$ cat src/rtl/midi_uart_rx_fifo.sv
// midi_uart_rx_fifo: MIDI serial receiver with start/stop validation and a show-ahead byte FIFO.
module midi_uart_rx_fifo #(
    parameter int CLK_HZ = 50000000,
    parameter int BAUD = 31250,
    parameter int DATA_BITS = 8,
    parameter int FIFO_DEPTH = 4,
    localparam int CW = $clog2(FIFO_DEPTH + 1)
) (
    input  logic                 CLOCK_50,
    input  logic                 reset,
    input  logic                 MIDI_RX,
    output logic                 byte_valid,
    output logic [DATA_BITS-1:0] byte_data,
    input  logic                 byte_ready,
    output logic [CW-1:0]        fifo_count,
    output logic                 framing_error,
    output logic                 overflow
);
    localparam int TICKS = CLK_HZ / BAUD;
    localparam int HALF = TICKS / 2;
    localparam int TW = $clog2(TICKS);
    localparam int BW = $clog2(DATA_BITS);
    localparam int AW = $clog2(FIFO_DEPTH);
    localparam logic [TW-1:0] HALF_END = TW'(HALF - 1);
    localparam logic [TW-1:0] TICK_END = TW'(TICKS - 1);
    localparam logic [BW-1:0] LAST_BIT = BW'(DATA_BITS - 1);
    localparam logic [CW-1:0] FULL = CW'(FIFO_DEPTH);

    typedef enum logic [2:0] {IDLE, START, DATA, STOP, BRK} rxState_t;

    rxState_t state, nextState;
    logic rxMeta, rxS;
    logic [TW-1:0] cnt;
    logic [BW-1:0] bitIdx;
    logic [DATA_BITS-1:0] shiftReg;
    logic halfHit, bitHit, cntRun, cntClr, enterData, sampleBit, stopGood, stopBad;
    logic pushReq, pop, full, doWrite;
    logic [DATA_BITS-1:0] mem [FIFO_DEPTH];
    logic [AW-1:0] wrPtr, rdPtr;
    logic [CW-1:0] count;

    always_ff @(posedge CLOCK_50) begin
        if (reset) {rxMeta, rxS} <= 2'b11;
        else {rxMeta, rxS} <= {MIDI_RX, rxMeta};
    end

    assign halfHit = cnt == HALF_END;
    assign bitHit = cnt == TICK_END;

    always_ff @(posedge CLOCK_50) begin
        if (reset) state <= IDLE;
        else state <= nextState;
    end

    always_comb begin
        nextState = state;
        case (state)
            IDLE: nextState = rxS ? IDLE : START;
            START: nextState = !halfHit ? START : rxS ? IDLE : DATA;
            DATA: nextState = (bitHit && bitIdx == LAST_BIT) ? STOP : DATA;
            STOP: nextState = !bitHit ? STOP : rxS ? IDLE : BRK;
            BRK: nextState = rxS ? IDLE : BRK;
            default: nextState = IDLE;
        endcase
    end

    always_comb begin
        cntRun = state == START || state == DATA || state == STOP;
        cntClr = (state == START) ? halfHit : bitHit;
        enterData = state == START && halfHit && !rxS;
        sampleBit = state == DATA && bitHit;
        stopGood = state == STOP && bitHit && rxS;
        stopBad = state == STOP && bitHit && !rxS;
    end

    // Data arrives LSB first, so shifting in from the top leaves bit 0 at position 0.
    always_ff @(posedge CLOCK_50) begin
        if (reset) begin
            cnt <= '0;
            bitIdx <= '0;
            shiftReg <= '0;
            pushReq <= 1'b0;
            framing_error <= 1'b0;
        end else begin
            cnt <= (!cntRun || cntClr) ? '0 : cnt + 1'b1;
            bitIdx <= enterData ? '0 : sampleBit ? bitIdx + 1'b1 : bitIdx;
            shiftReg <= sampleBit ? {rxS, shiftReg[DATA_BITS-1:1]} : shiftReg;
            pushReq <= stopGood;
            framing_error <= stopBad;
        end
    end

    always_comb begin
        byte_valid = count != '0;
        byte_data = byte_valid ? mem[rdPtr] : '0;
        fifo_count = count;
        pop = byte_valid && byte_ready;
        full = count == FULL;
        doWrite = pushReq && (!full || pop);
    end

    always_ff @(posedge CLOCK_50) begin
        if (doWrite) mem[wrPtr] <= shiftReg;
    end

    always_ff @(posedge CLOCK_50) begin
        if (reset) begin
            wrPtr <= '0;
            rdPtr <= '0;
            count <= '0;
            overflow <= 1'b0;
        end else begin
            wrPtr <= doWrite ? wrPtr + 1'b1 : wrPtr;
            rdPtr <= pop ? rdPtr + 1'b1 : rdPtr;
            count <= count + CW'(doWrite) - CW'(pop);
            overflow <= pushReq && full && !pop;
        end
    end
endmodule

$ cat config.mk
export PLATFORM = sky130hd
export DESIGN_NAME = midi_uart_rx_fifo
export DESIGN_NICKNAME = d
export VERILOG_FILES = /design/src/rtl/midi_uart_rx_fifo.sv
export SDC_FILE = /design/constraint.sdc
export NUM_CORES = 1
export LEC_CHECK = 0
export ABC_AREA = 1
export CAP_MARGIN = 20
export CORE_UTILIZATION = 50
export DETAILED_ROUTE_END_ITERATION = 10
export GPL_TIMING_DRIVEN = 0
export MAX_ROUTING_LAYER = met4
export PLACE_DENSITY = 0.71
export REMOVE_ABC_BUFFERS = 1
export SETUP_SLACK_MARGIN = 0.5
export SLEW_MARGIN = 0
export SYNTH_ARGS = -nofsm -noshare
export SYNTH_HDL_FRONTEND = slang
export SYNTH_SLANG_ARGS = --single-unit
$ cat constraint.sdc
create_clock -name CLOCK_50 -period 5.9 [get_ports CLOCK_50]
set_input_delay 1.18 -clock CLOCK_50 [delete_from_list [all_inputs] [get_ports CLOCK_50]]
set_output_delay 1.18 -clock CLOCK_50 [all_outputs]
set_load 0.05 [all_outputs]
==> results of run 1 <==
## worst min-delay path by stage
stage | startpoint | endpoint | slack [ps] | depth (start not counted)
6_report | rxMeta | rxS | 410 | 1
5_1_grt | rxMeta | rxS | 430 | 1
4_1_cts | rxMeta | rxS | 410 | 1
3_5_place_dp | rxMeta | rxS | 400 | 1
3_3_place_gp | rxMeta | rxS | 390 | 1
2_1_floorplan | rxMeta | rxS | 390 | 1
## report_power, final
part / switching, mW / internal (mW)
Sequential: 0.0301 / 0.525
Combinational: 0.297 / 0.136
Clock: 0.177 / 0.197
Total: 0.504 / 0.858
## cell usage after synthesis, types with 2 or more instances
cell type / instances / share of area (%)
nor2_1: 71 / 8.8
o21ai_0: 25 / 4.1
nand2_4: 2 / 0.75
edfxtp_1: 32 / 32
inv_2: 4 / 0.50
clkbuf_1: 2 / 0.25
xor2_1: 10 / 2.9
nand3_1: 10 / 1.7
o21ai_1: 4 / 0.66
dfxtp_1: 39 / 26
inv_1: 29 / 3.6
nor3_1: 2 / 0.33
a21oi_1: 19 / 3.2
ha_1: 9 / 3.7
nor2_2: 11 / 2.3
nor3_2: 2 / 0.66
nand3_2: 2 / 0.66
nand2_2: 2 / 0.41
buf_2: 4 / 0.66
or2_2: 2 / 0.41
nand2_1: 17 / 2.1
## kinds of logic after synthesis
| kind of cell | synth area share [%] |
|---|---|
| xor gates and xnor gates | 3.195 |
| and+or+nand+nor | 20.75 |
| AOI/OAI and AO/OA | 8.216 |
| buffers and inverters | 5.684 |
| adders and majority gates | 4.398 |
| DFF | 57.76 |
## layout by cell type (no fill, tap or decap), types with 2 or more instances in the layout
cell,count
nor2_1,71
dfxtp_1,39
edfxtp_1,32
inv_1,29
o21ai_0,25
a21oi_1,19
nand2_1,17
clkdlybuf4s50_1,17
nor2_2,11
nand3_1,10
xor2_1,10
ha_1,9
clkbuf_8,9
inv_2,4
o21ai_1,4
clkinvlp_4,3
nand2_4,2
nand3_2,2
nand2_2,2
nor3_2,2
or2_2,2
nor3_1,2
## routing by layer
layer	track usage (%)	vias to the layer above
li1	-	1047
met1	19.84	873
met2	27.86	32
met3	6.743	9
met4	7.455	0
met5	-	-
## final cells by class
type,instances,area (um^2),area share [%]
flip-flops and latches,71,1742,50.77
multi-input cells,197,1102,32.13
repair buffers,17,170.2,4.960
inverters,34,128.9,3.756
clock buffers,10,127.6,3.720
well taps,72,90.09,2.626
clock inverters,6,70.07,2.042
## through the flow
| step | instances | util [%] |
|---|---|---|
| after global placement | 391 | 56.97 |
| after detailed placement | 391 | 56.97 |
| after global routing | 407 | 60.45 |
| after CTS | 407 | 60.45 |
| after floorplan | 302 | - |
| final | 407 | 60.45 |
## state kept, by name, indices dropped and copies added (netlist names), named ones only
register and flops:
mem 32, overflow 1, rxS 1, rdPtr 2, fifo_count 3, framing_error 1, cnt 11, wrPtr 2
rxMeta 1, pushReq 1, bitIdx 3, shiftReg 8, state 3
## critical path: stages (launching register included)
cell and delay [ps]:
dfxtp_1 530, inv_1 240, nor2_1 140, o21ai_0 100, a21oi_1 180, clkdlybuf4s50_1 820
==> results by group, run 1 <==
Logic synthesis
  • Seq cells post-synth: 71
  • Post-Synthesis Cell Area: just over 3000 um^2
  • Register area share after synthesis: 57.76%
  • Top_reg_cell synth: dfxtp_1
  • Synth unique cells: 33
  • Number of enable flip-flop cells after synthesis: 32
  • Async set or reset register ratio after synthesis: 0%
  • Syn Area/Cell: 9.727 um^2
  • YS warnings: 0
  • Post-synthesis cell count: 310

Placement
  • Input/output buffers: 17
  • Placed Instance Area: 3233 um^2
  • Pre-CTS WS: around 2600 ps
  • GP Congestion: between 0.7 and 0.8
  • DP HPWL: 3082 um

Finish
  • Share of post-route cells with drive strength above 1: 13.43%
  • N_diodes: 0
  • Design area: 3431 um^2
  • NumNets Final: 344
  • Filler cells: ~470
  • Area delta synth->final: 13.78%

Timing
  • Final setup vio count: 0
  • Pins Over Slew Limit: 0
  • Achievable clock frequency: 283.1 MHz
  • Clock skew: 7.162 ps
  • Final period util: 59.88%
  • Worst-Margin Slew: 776.5 ps
  • Slew headroom: 48.04%
  • Final Hold Fails: 0
  • Hold Slack: 411.6 ps
  • RSZ-0062 raised after global routing: no
  • Setup TNS: 0 ps
  • Final worst slack: ~2400 ps
  • Min Tclk post-route: 3533 ps

GRT
  • Largest net degree at the start of global routing: 18
  • Vias in the first global route: 1773
  • Overflow after GRT: 0
  • Total GRT Usage: 17.58%
  • Initial antenna violation count: 0
  • First-pass GRT wire length: roughly 7900 um

Worst setup path
  • R2R Path Start: fifo_count[2]
  • Critical Path AT: 2350 ps
  • CP Class: reg2out
  • Crit-path max FO: 9
  • Critical Path End Type: output port
  • Worst R2R Setup Slack: roughly 3700 ps
  • RR Endpoint: fifo_count[2]
  • R2r worst-path depth: 8
  • CP Capture Point: byte_data[6]
  • CP required: 4720 ps
  • Startpoint types: flip-flop

CTS
  • Hold Buf Count CTS: 0
  • Clk_lat worst skew: 340 ps
  • TritonCTS clock tree: yes
  • H-Tree Depth: 3
  • TritonCTS sink count: between 70 and 80
  • CTS root buffer: clkbuf_8
  • Post-CTS sizing: 0
  • Setup Buffers After CTS: 0
  • Clock Pin Slew Worst Setup and Hold Paths: roughly 80 ps
  • Max Buffers Root-to-Sink: 2
  • Num CTS Buffers: 9

Routing
  • Antenna-violating nets left: 0
  • Via count: between 1500 and 2000
  • WL met1: 2107 um
  • Initial DRC Count: between 80 and 90
  • Routed wl met3: 178 um
  • Vias/cell: around 4.8
  • Top Metal Used: met4
  • 1st-pass router iterations: 4
  • Final WL: roughly 4600 um
  • Residual DRC: 0
  • Met2 WL post-DR: 2245 um
  • Routed len/inst: 11.35 um

Job
  • Max Cap Viol: 0

Floorplan
  • Core area: about 5700 um^2
  • DIE HEIGHT: 79.66 um
  • Die area: approximately 6300 um^2
  • Top Ports: 18
  • Rows: 27
  • Initial core utilization: 53.13%
  • Die W: 79.66 um

Power and ir drop
  • Pwr dens: 397.1 nW/um^2
  • Peak supply drop: roughly 0.26 mV
  • Static Leak: 1.280 nW
  • Tot Pwr: 1.362 mW

Run status
  • Outcome: complete, no violations

Min path
  • Hold Path Class: reg2reg
(Power assumes the default switching activity.)
==> inputs of run 2 (changes only) <==
==> constraint.sdc (replaced) <==
create_clock -name CLOCK_50 -period 3.55 [get_ports CLOCK_50]
set_input_delay 0.71 -clock CLOCK_50 [delete_from_list [all_inputs] [get_ports CLOCK_50]]
set_output_delay 0.71 -clock CLOCK_50 [all_outputs]
set_load 0.05 [all_outputs]
==> run 2 against run 1 <==
  * Flip-flop and latch count did not move
  * Core utilization grew 0.24 points
  * Clock skew about the same
  * Via count increased by 0.36%
  * Clock power grew 66%
  * Critical path depth unchanged
  * Sequential share of layout area shrank 0.17 points
  * Global-route usage stayed put
  * Final cell count is the same
  * Non-clock buffer count stayed put
  * Sequential power up 66%
  * Final area up 0.40%
  * Critical path type unchanged
==> results by group, run 2 (synthesis gave the netlist of run 1 again) <==
Run status
  • Outcome: complete, no violations (unchanged)

Worst setup path
  • CP required: 2840 ps (was 4720 ps)
  • Worst R2R Setup Slack: 1320 ps (was 3670 ps)
  • Slowest-stage cell, CP: dlygate4sd2_1 (was clkdlybuf4s50_1)
  • Critical Path AT: 2080 ps (was 2350 ps)
  • Crit-path cells: inv_1 > nor2_1 > o21ai_0 > a21oi_1 > dlygate4sd2_1 (was inv_1 > nor2_1 > o21ai_0 > a21oi_1 > clkdlybuf4s50_1)
  • CP Class: reg2out (unchanged)
  • Critical Path End Type: output port (unchanged)
  • CP bufs+invs: 2 (unchanged)
  • R2R Path Start: fifo_count[2] (unchanged)
  • Startpoint types: flip-flop (unchanged)
  • Crit-path max cell delay: 540 ps (was 820 ps)
  • Delay-heaviest family, CP: buffers and inverters (unchanged)
  • Crit-path max FO: 9 (unchanged)

GRT
  • First-pass GRT wire length: 7921 um (unchanged)
  • Largest net degree at the start of global routing: 18 (unchanged)
  • Overflow after GRT: 0 (unchanged)
  • Initial antenna violation count: 0 (unchanged)
  • Vias in the first global route: 1773 (unchanged)
  • Met1 Usage GRT: 19.84% (unchanged)
  • GR Layer Usage met3: 6.743% (unchanged)
  • Total GRT Usage: 17.58% (unchanged)
  • Routing usage on met2: 27.86% (unchanged)
  • GR peak layer: met2 (unchanged)

Floorplan
  • Die area: 6346 um^2 (unchanged)
  • Core area: 5675 um^2 (unchanged)
  • Die W: 79.66 um (unchanged)
  • DIE HEIGHT: 79.66 um (unchanged)
  • Rows: 27 (unchanged)
  • Initial core utilization: 53.13% (unchanged)
  • Top Ports: 18 (unchanged)

Job
  • Max Cap Viol: 0 (unchanged)

Timing
  • Pins Over Slew Limit: 0 (unchanged)
  • Clock skew: 7.245 ps (was 7.162 ps)
  • Worst-Margin Slew: 765.9 ps (was 776.5 ps)
  • Final period util: 78.52%
  • Achievable clock frequency: 358.8 MHz
  • Slew headroom: 48.75% (was 48.04%)
  • Final setup vio count: 0 (unchanged)
  • Min Tclk post-route: 2787 ps
  • Setup TNS: 0 ps (unchanged)
  • Final Hold Fails: 0 (unchanged)
  • RSZ-0062 raised after global routing: no (unchanged)
  • Hold Slack: 411.6 ps (about the same)

Routing
  • 1st-pass router iterations: 6 (was 4)
  • Residual DRC: 0 (unchanged)
  • Final WL: 4644 um (was 4618 um)
  • Vias/cell: 4.835 (was 4.818)
  • Via count: 1968 (was 1961)
  • Initial DRC Count: 88 (was 84)
  • Routed len/inst: 11.41 um (was 11.35 um)
  • Antenna-violating nets left: 0 (unchanged)

Finish
  • FF+latch area: 1743 um^2 (was 1742 um^2)
  • NumNets Final: 344 (unchanged)
  • Multi-input logic area: 1102 um^2 (unchanged)
  • Most frequent cells in the layout: nor2_1 (71), dfxtp_1 (38), edfxtp_1 (32) (was nor2_1 (71), dfxtp_1 (39), edfxtp_1 (32))
  • Max FFs per register: 32 (unchanged)
  • N_diodes: 0 (unchanged)
  • Share of post-route cells with drive strength above 1: 13.73% (was 13.43%)
  • Largest regs: mem (32), cnt (11), shiftReg (8) (unchanged)
  • Post-layout util: 60.69% (was 60.45%)
  • Most common cell after layout, fill and taps aside: nor2_1 (unchanged)
  • Filler cells: 472 (was 474)
  • Biggest register: mem (unchanged)
  • Area delta synth->final: 14.23% (was 13.78%)

Power and ir drop
  • Pwr dens: 652.4 nW/um^2 (was 397.1 nW/um^2)
  • Static Leak: 1.346 nW (was 1.280 nW)
  • Tot Pwr: 2.247 mW (was 1.362 mW)
  • Peak supply drop: 0.4240 mV (was 0.2601 mV)

CTS
  • Max Buffers Root-to-Sink: 2 (unchanged)
  • Clock Pin Slew Worst Setup and Hold Paths: 80 ps (about the same)
  • Clk_lat worst skew: 340 ps (about the same)
  • TritonCTS sink count: 71 (unchanged)
  • H-Tree Depth: 3 (unchanged)
  • CTS root buffer: clkbuf_8 (unchanged)
  • Hold Buf Count CTS: 0 (unchanged)
  • Setup Buffers After CTS: 0 (unchanged)
  • TritonCTS clock tree: yes (unchanged)
  • Num CTS Buffers: 9 (unchanged)

Placement
  • GP Congestion: 0.7517 (unchanged)
  • DP HPWL: 3082 um (unchanged)
  • Input/output buffers: 17 (unchanged)

Min path
  • Worst Min Path Start: rxMeta (unchanged)
  • Hold Path Class: reg2reg (unchanged)
## run 2: worst paths after layout
kind / endpoint / cells after the start
max: byte_data[6] / 5
min: rxS / 1
max reg2reg: fifo_count[2] / 8
min reg2reg: rxS / 1
## run 2: power by group
group          switching (mW)  internal [mW]  total, mW
clock                   0.295          0.328      0.623
sequential             0.0502          0.874      0.924
combinational           0.492          0.208      0.700
## run 2: cell type report
cell class                 count  area share, %
clock buffer                  10          3.705
inverter                      34          3.741
multi-input combinational    197          32.00
clock inverter                 6          2.034
tap                           72          2.615
timing repair buffer          17          5.303
sequential                    71          50.60
## run 2: per-stage QoR
stage,setup slack [ps],instances,area [um^2]
final,762.7,407,3445
after detailed placement,719.4,391,3233
after CTS,522.8,407,3430
after global routing,685.6,407,3445
after floorplan,1187,302,2973
after global placement,759.1,391,3233
## run 2: what timing repair did
item                                    4_1_cts  5_1_grt
cloned                                        0        0
hold endpoints to repair                      0        0
endpoints found under the setup margin        2        6
gates resized for setup                       3        6
pin swaps                                     0        0
## run 2: worst register-to-register path, cell delays in order, from the launching register on
cell and delay (ps):
dfxtp_1 370, nor3_4 500, nor2_2 120, ha_1 300
inv_1 40, ha_1 180, fa_1 380, xor2_1 170
nor2_1 50
## run 2: per-layer routing
metal | share of wire (%) | vias up
li1 | - | 1048
met4 | 1.9 | 0
met2 | 48 | 33
met3 | 3.9 | 9
met1 | 46 | 878
met5 | 0 | -
==> RTL edit 1 (flow settings as in run 1) <==
The parameter `DATA_BITS` goes from 8 to 4.
--- a/src/rtl/midi_uart_rx_fifo.sv
+++ b/src/rtl/midi_uart_rx_fifo.sv
@@ -2,7 +2,7 @@
 module midi_uart_rx_fifo #(
     parameter int CLK_HZ = 50000000,
     parameter int BAUD = 31250,
-    parameter int DATA_BITS = 8,
+    parameter int DATA_BITS = 4,
     parameter int FIFO_DEPTH = 4,
     localparam int CW = $clog2(FIFO_DEPTH + 1)
 ) (
Interface: changed (resized byte_data); port bits go from 18 to 14. No check against the original RTL was run, so the function may have changed too.
==> RTL edit 1 against run 1 <==
Power is 40% lower. Setup slack improved by 0.37 ns. Critical endpoint is now byte_data[1]. Sequential power is 30% lower. Global-route usage about the same. Combinational power shrank 44%. Sequential cell count decreased by 21. Final area fell by 29%. Area after synthesis down 28%. Routed wire length shrank 29%. Largest cell class unchanged. Hold slack improved by 0.0061 ns. Via count shrank 23%.
==> RTL edit 1: results (changes against run 1) <==
- Wire length of the first global-routing pass: 5820 microns (-27%)
- Count of vias placed by the detailed router: 1505 (-23%)
- Fraction of power consumed by the clock network: 23.2% (-4.3 points)
- PnR Total Power: 823 uW (-40%)
- Via count of the first global-routing pass: 1355 (-24%)
- Non-clock inverter total of the final layout: 35 (+2.9%)
- Detailed Route Iter0 Violations: 47 (-44%)
- Seq/Total Area, Yosys: 53.6% (-4.2 points)
- Adder and majority gate portion of the synthesized area: 5.54% (+1.1 points)
- Total Routed Length: 3270 microns (-29%)
- Clock root buffer: clkbuf_8
- Worst hold path stage count: 1 (unchanged)
- Largest cells by area after synthesis: dfxtp_1, edfxtp_1, nor2_1
- Largest net degree at the start of global routing: 17 (-1)
- Leakage dissipation: 0.938 nW (-27%)
- Filler instances: 369 (-22%)
- Flop pwr share: 47.2% (+6.4 points)
- Clock-pin slew reported for the worst setup and hold paths after clock tree synthesis: 0.09 ns
- Parity-gate share of the synthesized area counting xor and xnor cells: 3.23% (+0.038 points)
- Routability Congestion: 0.836 (+11%)
- DP Area: 2340 sq um (-28%)
- Worst clock skew: 0.00288 ns (-0.00428 ns)
- Worst vdd ir: 174 uV (-33%)
- Ratio of routed vias to standard cells: 4.76 (-1.2%)
- Cell depth of the worst flop-to-flop path: 10 (+2)
- Worst skew pair latency: 0.30 ns (-0.04 ns)
- Num CTS Buffers: 5 (-4)
- Post-placement worst setup slack: 2.65 ns (+0.0474 ns)
- Global Route met1 Usage: 22.2% (+2.3 points)
- Met3 demand-to-capacity share in global routing: 5.50% (-1.2 points)
- Min Hold Slack: 0.418 ns (+0.00615 ns)
- Sw Pwr: 290 uW (-42%)
- Non-clock buffer share: 5.35% (+0.39 points)
- Proportion of cell area occupied by registers: 47.8% (-3.0 points)
- Launching point of the worst reg2reg path: fifo_count[1]
- Fraction of final layout cells with drive strength greater than 1: 6.77% (-6.7 points)
- Met2 track utilization from global routing: 26.7% (-1.1 points)
- H-tree depth: 2 (-1)
- Non-clock buffer count: 13 (-4)
- Clk tree area frac: 3.71% (-2.1 points)
- Reg2Reg Setup Slack: 3.82 ns (+0.15 ns)
- Top post-synthesis cells by count: nor2_1, inv_1, dfxtp_1, nand2_1, edfxtp_1
- Data arrival time of the critical path: 1.98 ns (-0.37 ns)
- Actual transition at the worst max-transition pin: 0.499 ns (-0.277 ns)
- Register Area: 1160 sq um (-33%)
- Outcome: completed
- Mean cell area of the mapped netlist: 8.74 sq um (-10%)
- Share of synthesized area spent on multiplexers: 0% (unchanged)
- Port buffer count: 13 (-4)
- Cell count after placement: 308 (-21%)
- Post-detail-place hpwl: 2410 microns (-22%)
- Unique cell type count in the Yosys netlist: 26 (-21%)
- #MultiIn Comb: 160 (-19%)
- GRT Total Usage: 17.6% (+0.038 points)
- Area added between synthesis and finish: 12.2%
- Largest registers: mem: 16 flops, cnt: 11 flops, shiftReg: 4 flops
- Proportion of cell area occupied by multi-input gates: 35.2% (+3.1 points)
- Seq cells: 50 (-30%)
- Total Nets Final: 278 (-19%)
- Number of synthesized flops with an enable pin: 16 (-50%)
==> RTL edit 1: cell count changes after synthesis, moves of 3 or more <==
cell / change
nor2_1: -19
nand2_1: +17
edfxtp_1: -16
o21ai_0: -12
nor2_2: -10
inv_1: +6
dfxtp_1: -5
a21oi_1: -4
buf_2: -4
inv_2: -4
o21ai_1: -4
xor2_1: -3
==> RTL edit 1: routing by layer <==
metal	part of all wire [%]	vias to the layer above
met5	0	-
met4	1.6	0
met3	3.3	6
met2	46	21
met1	50	662
li1	-	816
==> RTL edit 1: worst max-delay path by stage <==
| stage | startpoint | to | slack, ns | cells past startpoint |
|---|---|---|---|---|
| after floorplan | fifo_count[1] | byte_data[0] | 3.05 | 2 |
| after global placement | byte_ready | fifo_count[2] | 2.64 | 11 |
| after detailed placement | byte_ready | fifo_count[2] | 2.65 | 11 |
| after CTS | flip-flop | byte_data[3] | 2.71 | 5 |
| after global routing | flip-flop | byte_data[3] | 2.52 | 5 |
| final | flip-flop | byte_data[1] | 2.74 | 5 |
==> RTL edit 2 (settings of run 1) <==
Made on the original files. Reset style: asynchronous (`reset`), changed in 4 clocked blocks.
--- a/src/rtl/midi_uart_rx_fifo.sv
+++ b/src/rtl/midi_uart_rx_fifo.sv
@@ -39,7 +39,7 @@
     logic [AW-1:0] wrPtr, rdPtr;
     logic [CW-1:0] count;
 
-    always_ff @(posedge CLOCK_50) begin
+    always_ff @(posedge CLOCK_50 or posedge reset) begin
         if (reset) {rxMeta, rxS} <= 2'b11;
         else {rxMeta, rxS} <= {MIDI_RX, rxMeta};
     end
@@ -47,7 +47,7 @@
     assign halfHit = cnt == HALF_END;
     assign bitHit = cnt == TICK_END;
 
-    always_ff @(posedge CLOCK_50) begin
+    always_ff @(posedge CLOCK_50 or posedge reset) begin
         if (reset) state <= IDLE;
         else state <= nextState;
     end
@@ -74,7 +74,7 @@
     end
 
     // Data arrives LSB first, so shifting in from the top leaves bit 0 at position 0.
-    always_ff @(posedge CLOCK_50) begin
+    always_ff @(posedge CLOCK_50 or posedge reset) begin
         if (reset) begin
             cnt <= '0;
             bitIdx <= '0;
@@ -103,7 +103,7 @@
         if (doWrite) mem[wrPtr] <= shiftReg;
     end
 
-    always_ff @(posedge CLOCK_50) begin
+    always_ff @(posedge CLOCK_50 or posedge reset) begin
         if (reset) begin
             wrPtr <= '0;
             rdPtr <= '0;
Formal check against the unedited RTL: no difference found for any inputs over 10 cycles, from zero or initial values and one cycle with reset high; that may be too few to reach the edited logic, so the function may still have changed.
==> RTL edit 2 against run 1 <==
Hold slack worse by 0.055 ns. Sequential cell count is 2 lower. Die area increased by 1.9%. Power grew 5.2%. Final area grew 3.0%. Routed wire length rose by 7.4%. Setup slack lost 0.18 ns. Area after synthesis is 2.0% higher. Critical endpoint is now byte_data[5]. Largest cell class unchanged.
==> RTL edit 2: results (changes against run 1) <==
- Seq/Total Area, Yosys: 61.4% (+3.7 points)
- Clk tree area frac: 5.81% (+0.043 points)
- Worst vdd ir: 257 uV (-1.2%)
- Via count of the first global-routing pass: 2004 (+13%)
- Total Routed Length: 4960 microns (+7.4%)
- Internal power: 913 uW (+6.4%)
- Post-placement worst setup slack: 2.54 ns (-0.0603 ns)
- Routed metal-1 wire length: 2080 microns (-1.2%)
- Register Area: 1890 sq um (+8.5%)
- Parity-gate share of the synthesized area counting xor and xnor cells: 2.85% (-0.35 points)
- Non-clock buffer share: 5.59% (+0.63 points)
- Non-clock buffer count: 18 (+1)
- Cell count after synthesis: 302 (-2.6%)
- Unique cell type count in the Yosys netlist: 30 (-9.1%)
- Area of combinational cells with multiple inputs: 1020 sq um (-7.7%)
- Data arrival time of the critical path: 2.54 ns (+0.19 ns)
- Fraction of the mapped netlist area in compound gates: 5.00% (-3.2 points)
- Adder and majority gate portion of the synthesized area: 4.31% (-0.086 points)
- Worst clock skew: 0.00818 ns (+0.00102 ns)
- TritonCTS sink count: 69 (-2.8%)
- Amount of wire on met3 after detailed routing: 219 microns (+23%)
- Actual transition at the worst max-transition pin: 0.797 ns (+0.0205 ns)
- Cell count after placement: 389 (-0.51%)
- Post-layout instance count excluding filler cells: 405 (-0.49%)
- Post-detail-place hpwl: 3310 microns (+7.5%)
- Routability Congestion: 0.851 (+13%)
- Detailed Route Iter0 Violations: 82 (-2.4%)
- #MultiIn Comb: 192 (-2.5%)
- Wire length of the first global-routing pass: 8500 microns (+7.3%)
- Leakage dissipation: 1.63 nW (+27%)
- Global Route met1 Usage: 18.9% (-0.92 points)
- Ratio of routed vias to standard cells: 4.96 (+2.9%)
- GRT Total Usage: 18.8% (+1.2 points)
- Outcome: completed
- Non-clock inverter total of the final layout: 35 (+2.9%)
[RTL edit 2: cell types whose count changed after synthesis, moves of 3 or more]
cell,run 1,this run
dfxtp_1,39,0
dfrtp_1,0,35
nand2_1,17,49
a21oi_1,19,10
nor2_2,11,2
nor2_1,71,63
o21ai_0,25,18
nand4_1,1,6
o21ai_1,4,1
[RTL edit 2: kinds of logic after synthesis]
kind of cell,Yosys count
flip-flops,69
AO/OA/AOI/OAI,30
buffers and inverters,41
XOR/XNOR,10
AND/OR/NAND/NOR,142
adder cells (fa/ha/maj),10
[RTL edit 2: power groups by stage]
| stage | registers (mW) | logic [mW] | clock network (mW) |
|---|---|---|---|
| global placement | 0.581 | 0.458 | 0 |
| finish | 0.571 | 0.465 | 0.397 |
| CTS | 0.571 | 0.469 | 0.407 |
| detailed placement | 0.581 | 0.470 | 0 |
| global route | 0.576 | 0.500 | 0.424 |
| floorplan | 0.605 | 0.297 | 0 |
[RTL edit 2: per-stage QoR]
step                      total power [mW]  hold slack [ns]  instance area, sq um  util [%]
after floorplan                      0.902            0.345                  3040         -
after global placement                1.04            0.346                  3300      55.8
after detailed placement              1.05            0.348                  3330      56.2
after CTS                             1.45            0.358                  3530      59.7
after global routing                  1.50            0.364                  3530      59.7
final                                 1.43            0.357                  3530      59.7
[RTL edit 2: path summary, 6_finish.rpt]
| path | start | endpoint | slack, ns | cells past startpoint |
|---|---|---|---|---|
| hold reg to reg | rxMeta | rxS | 0.36 | 0 |
| setup / recovery | rdPtr[1] | byte_data[5] | 2.18 | 5 |
| hold / removal | rxMeta | rxS | 0.36 | 0 |
| min in group asynchronous | reset | shiftReg[5] | 1.29 | 2 |
| setup reg to reg | fifo_count[1] | fifo_count[2] | 3.65 | 7 |
| max in group asynchronous | reset | rxS | 3.98 | 3 |
